### config.mk
export PLATFORM = sky130hd
export DESIGN_NAME = vga_timing_gen
export DESIGN_NICKNAME = d
export VERILOG_FILES = /design/src/rtl/vga_timing_gen.sv
export SDC_FILE = /design/constraint.sdc
export NUM_CORES = 1
export LEC_CHECK = 0
export BUFFER_PORTS_ARGS = -buffer_cell sky130_fd_sc_hd__buf_2
export CORE_ASPECT_RATIO = 1.1
export CORE_UTILIZATION = 25
export DETAILED_ROUTE_END_ITERATION = 7
export PLACE_DENSITY = 0.42
export SYNTH_ARGS = -nofsm -noshare
export SYNTH_HDL_FRONTEND = slang
export SYNTH_SLANG_ARGS = --single-unit
### constraint.sdc
create_clock -name Clk -period 8.52 [get_ports Clk]
set_input_delay 1.278 -clock Clk [delete_from_list [all_inputs] [get_ports Clk]]
set_output_delay 1.278 -clock Clk [all_outputs]
set_load 0.02 [all_outputs]
### src/rtl/vga_timing_gen.sv
// VGA raster timing generator: Clk/2 pixel clock, DrawX/DrawY scan counters and
// registered syncs/blank from two-process FSMs. Define VGA_FRAME_COUNT_EN to build the frame counter.
`timescale 1ns/1ps
module vga_timing_gen #(
    parameter int H_VIS = 640,
    parameter int H_FP  = 16,
    parameter int H_SW  = 96,
    parameter int H_BP  = 48,
    parameter int V_VIS = 480,
    parameter int V_FP  = 10,
    parameter int V_SW  = 2,
    parameter int V_BP  = 33
) (
    input  logic       Clk,
    input  logic       Reset,
    output logic       pixel_clk,
    output logic       hs,
    output logic       vs,
    output logic       blank,
    output logic       sync,
    output logic [9:0] DrawX,
    output logic [9:0] DrawY,
    output logic       frame_start,
    output logic [7:0] frame_count
);
    localparam logic [9:0] X_FRONT = 10'(H_VIS);
    localparam logic [9:0] X_SYNC  = 10'(H_VIS + H_FP);
    localparam logic [9:0] X_BACK  = 10'(H_VIS + H_FP + H_SW);
    localparam logic [9:0] X_LAST  = 10'(H_VIS + H_FP + H_SW + H_BP - 1);
    localparam logic [9:0] Y_FRONT = 10'(V_VIS);
    localparam logic [9:0] Y_SYNC  = 10'(V_VIS + V_FP);
    localparam logic [9:0] Y_BACK  = 10'(V_VIS + V_FP + V_SW);
    localparam logic [9:0] Y_LAST  = 10'(V_VIS + V_FP + V_SW + V_BP - 1);

    typedef enum logic [1:0] {H_ACT, H_FRONT, H_SYNC, H_BACK} h_state_t;
    typedef enum logic [1:0] {V_ACT, V_FRONT, V_SYNC, V_BACK} v_state_t;

    h_state_t   h_state_reg, h_state_next;
    v_state_t   v_state_reg, v_state_next;
    logic       pclk_reg;
    logic [9:0] x_reg, x_next, y_reg, y_next;
    logic       hs_reg, vs_reg, blank_reg, frame_start_reg;
    logic       line_end, frame_wrap, state_bad;

    always_comb begin
        h_state_next = h_state_reg;
        v_state_next = v_state_reg;
        x_next       = x_reg;
        y_next       = y_reg;
        line_end     = 1'b0;
        frame_wrap   = 1'b0;
        state_bad    = 1'b0;
        if (pclk_reg) begin
            line_end   = (x_reg == X_LAST);
            frame_wrap = line_end && (y_reg == Y_LAST);
            x_next     = line_end ? 10'd0 : x_reg + 10'd1;
            if (line_end)
                y_next = (y_reg == Y_LAST) ? 10'd0 : y_reg + 10'd1;

            case (h_state_reg)
                H_ACT:   if (x_next == X_FRONT) h_state_next = H_FRONT;
                H_FRONT: if (x_next == X_SYNC)  h_state_next = H_SYNC;
                H_SYNC:  if (x_next == X_BACK)  h_state_next = H_BACK;
                H_BACK:  if (line_end)          h_state_next = H_ACT;
                default: state_bad = 1'b1;
            endcase

            if (line_end) begin
                case (v_state_reg)
                    V_ACT:   if (y_next == Y_FRONT) v_state_next = V_FRONT;
                    V_FRONT: if (y_next == Y_SYNC)  v_state_next = V_SYNC;
                    V_SYNC:  if (y_next == Y_BACK)  v_state_next = V_BACK;
                    V_BACK:  if (y_next == 10'd0)   v_state_next = V_ACT;
                    default: state_bad = 1'b1;
                endcase
            end

            // A corrupted state restarts the raster from the top-left corner.
            if (state_bad) begin
                h_state_next = H_ACT;
                v_state_next = V_ACT;
                x_next       = 10'd0;
                y_next       = 10'd0;
                frame_wrap   = 1'b0;
            end
        end
    end

    // Syncs and blank are decoded from the next state so they line up with the new DrawX/DrawY.
    always_ff @(posedge Clk or posedge Reset) begin
        if (Reset) begin
            pclk_reg        <= 1'b0;
            h_state_reg     <= H_ACT;
            v_state_reg     <= V_ACT;
            x_reg           <= 10'd0;
            y_reg           <= 10'd0;
            hs_reg          <= 1'b1;
            vs_reg          <= 1'b1;
            blank_reg       <= 1'b0;
            frame_start_reg <= 1'b0;
        end else begin
            pclk_reg        <= ~pclk_reg;
            h_state_reg     <= h_state_next;
            v_state_reg     <= v_state_next;
            x_reg           <= x_next;
            y_reg           <= y_next;
            hs_reg          <= (h_state_next != H_SYNC);
            vs_reg          <= (v_state_next != V_SYNC);
            blank_reg       <= (h_state_next == H_ACT) && (v_state_next == V_ACT);
            frame_start_reg <= frame_wrap;
        end
    end

`ifdef VGA_FRAME_COUNT_EN
    logic [7:0] frame_count_reg;
    always_ff @(posedge Clk or posedge Reset) begin
        if (Reset)
            frame_count_reg <= 8'd0;
        else if (frame_wrap)
            frame_count_reg <= frame_count_reg + 8'd1;
    end
    assign frame_count = frame_count_reg;
`else
    assign frame_count = 8'd0;
`endif

    assign pixel_clk   = pclk_reg;
    assign hs          = hs_reg;
    assign vs          = vs_reg;
    assign blank       = blank_reg;
    assign sync        = 1'b0;
    assign DrawX       = x_reg;
    assign DrawY       = y_reg;
    assign frame_start = frame_start_reg;
endmodule

==> flow_metrics.py <==
metrics = {
    "global_routing": {
        "grt_pass1_vias": 1792,
        "track_usage": 0.140,
        "grt_first_pass_wirelength_microns": 9110,
        "grt.overflow.total": 0,
        "antenna_found_initial": 0,
        "grt_max_degree": 30,
    },
    "clocking": {
        "post_cts_resize_count": 0,
        "hold_buffers": 0,
        "cts_buffer_depth": 2,
        "root_buffer": "clkbuf_8",
        "cts_tree": "built",
        "cts_buffers": 5,
        "post-cts-setup-buffers": 0,
        "worstSkewPairLatency_ns": 0.29,
        "path_clk_slew_ns": 0.07,
        "htreeDepth": 2,
        "clock-sinks": 29,
    },
    "yosys": {
        "synth_area_sq_mm": 0.00204,
        "syn_inst": 241,
        "yosysWarnings": 0,
        "yosysSeqAreaShare": 0.356,
        "ys_types": 50,
        "yosys_most_used_dff": "dfrtp_1",
        "syn_avg_cell_area_sq_um": 8.48,
        "ys_seq_elements": 29,
        "synth_edf_count": 0,
        "synth_async_sr_flop_share": 1.00,
    },
    "final_layout": {
        "final_layout_size_suffix_gt1_frac": 0.177,
        "fin_cells": 368,
        "fill_cells": 879,
        "final_nets": 265,
        "syn_to_final_growth_pct": 13.4,
        "insertedDiodeCount": 0,
    },
    "die": {
        "die_h_microns": 96.8,
        "rows": 34,
        "core_area_sq_mm": 0.00791,
        "start_util": 0.258,
        "ioPinCount": 36,
        "die-area_sq_mm": 0.00854,
        "die_x_microns": 88.2,
    },
    "worst_setup_path": {
        "r2r_start": "DrawX[5]$_DFFE_PP0P_",
        "worst-path-max-fanout": 10,
        "crit_slowest_cell": "or4b_1",
        "path_delay_family": "simple AND/OR/NAND/NOR gates",
        "path_class": "reg2reg",
        "cp.required_ns": 8.68,
        "reg2reg_slack_ns": 5.31,
        "startpoint_type": "flop",
        "critPathCaptureType": "flop",
        "rr_endpoint": "blank$_DFF_PP0_",
        "path_common_cell": "or4b_1",
        "arrival_ns": 3.37,
        "slowest_delay_ns": 0.70,
        "worstPathCellList": "or4b_1 > or4_4 > mux2i_1 > or3b_1 > or4b_1 > o21ai_1 > nor4_1",
        "timing.critical_path.buf_inv": 0,
        "worstRegToRegCells": 7,
    },
    "route": {
        "vias_per_cell": 5.17,
        "antenna_left": 0,
        "drt_pre_antenna_iters": 4,
        "routedWlPerCell_microns": 15.4,
        "drcViolationCount": 0,
        "wirelength_microns": 5680,
        "vias": 1901,
        "first_iter_violations": 92,
    },
    "outcome": {
        "status": "finished, final reports clean",
    },
    "placement": {
        "placed_cells": 360,
        "routabilityCongestion": 0.809,
        "dp_hpwl_microns": 3960,
        "numPortBuffers": 26,
    },
    "pwr": {
        "power_leakage_nw": 0.969,
        "p_int_uw": 211,
        "pwr-share-clk": 0.477,
        "switching_power_uw": 65.0,
        "p_comb_frac": 0.024,
        "seq_power_share": 0.498,
        "power.share.switching": 0.235,
        "ir_drop_mv": 0.0441,
        "power.density_mw_per_mm2": 119,
    },
    "sta": {
        "fin_crit_sh": 0.377,
        "drv_slew": 0,
        "worst_pin_slew_ns": 0.721,
        "fin_setup_tns_ns": 0,
        "max_freq_mhz": 311,
        "hold_violations": 0,
        "rsz0062_at_grt": "false",
        "fin_crit_ns": 3.21,
        "max-slew-margin-rel": 0.519,
        "setup_viol": 0,
        "skew_ns": 0.0128,
    },
    "job": {
        "drv_cap": 0,
    },
    "hold_path": {
        "min_from": "h_state_reg[0]$_DFF_PP0_",
        "hold_path_end": "h_state_reg[0]$_DFF_PP0_",
        "hp-class": "reg2reg",
        "min_path_cells": 1,
    },
}
-- routing by layer --
| metal | share of wire | GRT usage |
|---|---|---|
| met4 | 0.015 | 0.0596 |
| met1 | 0.45 | 0.168 |
| met2 | 0.50 | 0.238 |
| met5 | 0 | 0 |
| met3 | 0.033 | 0.0273 |
-- Yosys cell counts (6+ instances only) --
library cell | instances | area, sq um
a31oi_1 | 8 | 50.1
nor2_1 | 15 | 56.3
dfrtp_1 | 27 | 676
clkbuf_1 | 13 | 48.8
xnor2_1 | 12 | 105
buf_4 | 10 | 75.1
o21ai_0 | 13 | 65.1
a21oi_1 | 6 | 30.0
inv_1 | 8 | 30.0
nor3_1 | 9 | 45.0
nor4_1 | 7 | 43.8
nand4_1 | 12 | 75.1
nand2_1 | 20 | 75.1
nand3_1 | 15 | 75.1
-- worst max path at each step --
| stage | start | end | slack, ns | depth (start not counted) |
|---|---|---|---|---|
| floorplan | DrawX[6]$_DFFE_PP0P_ | blank$_DFF_PP0_ | 5.41 | 9 |
| detailed placement | DrawX[5]$_DFFE_PP0P_ | blank$_DFF_PP0_ | 5.33 | 7 |
| global route | DrawX[0]$_DFFE_PP0P_ | blank$_DFF_PP0_ | 5.10 | 8 |
| CTS | DrawX[0]$_DFFE_PP0P_ | blank$_DFF_PP0_ | 5.30 | 8 |
| finish | DrawX[5]$_DFFE_PP0P_ | blank$_DFF_PP0_ | 5.31 | 7 |
| global placement | DrawX[0]$_DFFE_PP0P_ | blank$_DFF_PP0_ | 5.38 | 8 |
-- logic make-up (layout without fill, tap and decap cells) --
group           Yosys count  count (layout)  synth area share
buf+inv                  35              46            0.0876
other cells               1               9           0.00184
flops                    29              29             0.356
xor+xnor                 13              13            0.0557
mux                       7               7            0.0361
fa+ha+maj                 4               4            0.0245
simple gates            104             104             0.282
compound gates           48              48             0.156
-- cells in the final DEF (no fill, tap or decap), types with 2 or more instances in the layout --
master,n
mux2_2,3
nor3_1,9
o2111ai_1,2
nand2_1,20
nor2b_1,2
nor4_1,7
xnor2_1,12
o21ai_0,13
nor4bb_1,2
conb_1,9
nand3_1,15
ha_1,4
clkbuf_8,7
nand4_1,12
o311ai_0,2
and3_1,5
or3_1,4
mux2i_1,4
and2_1,2
buf_4,3
a31oi_1,8
or4b_1,2
o211ai_1,3
buf_2,26
nor2_1,15
a21oi_1,6
and4_1,3
o31ai_1,3
inv_1,8
dfstp_2,2
nand2b_1,2
dfrtp_1,27
-- power by group through the flow --
stage               Combinational [mW]  Clock [mW]  Sequential [mW]
floorplan                      0.00863           0            0.140
finish                         0.00676       0.132            0.138
global placement               0.00712           0            0.140
detailed placement             0.00712           0            0.140
CTS                            0.00705       0.137            0.138
global route                   0.00779       0.142            0.138
-- layout make-up --
cell class,instances,area (sq um),area share
repair buffers,29,153,0.0659
clock buffers,7,96.3,0.0416
inverters,9,33.8,0.0146
clock inverters,1,5.00,0.00216
flip-flops and latches,29,728,0.314
well taps,108,135,0.0583
multi-input cells,185,1170,0.503
-- per-stage QoR --
step | power [mW] | worst slack, ns | area (sq um) | util | hold WS (ns)
final | 0.276 | 5.31 | 2320 | 0.293 | 0.593
after global routing | 0.288 | 5.10 | 2320 | 0.293 | 0.633
after CTS | 0.281 | 5.30 | 2320 | 0.293 | 0.580
after detailed placement | 0.147 | 5.33 | 2220 | 0.280 | 0.566
after global placement | 0.147 | 5.38 | 2220 | 0.280 | 0.564
after floorplan | 0.149 | 5.41 | 2070 | - | 0.492
Power figures use the tool's default switching activity.
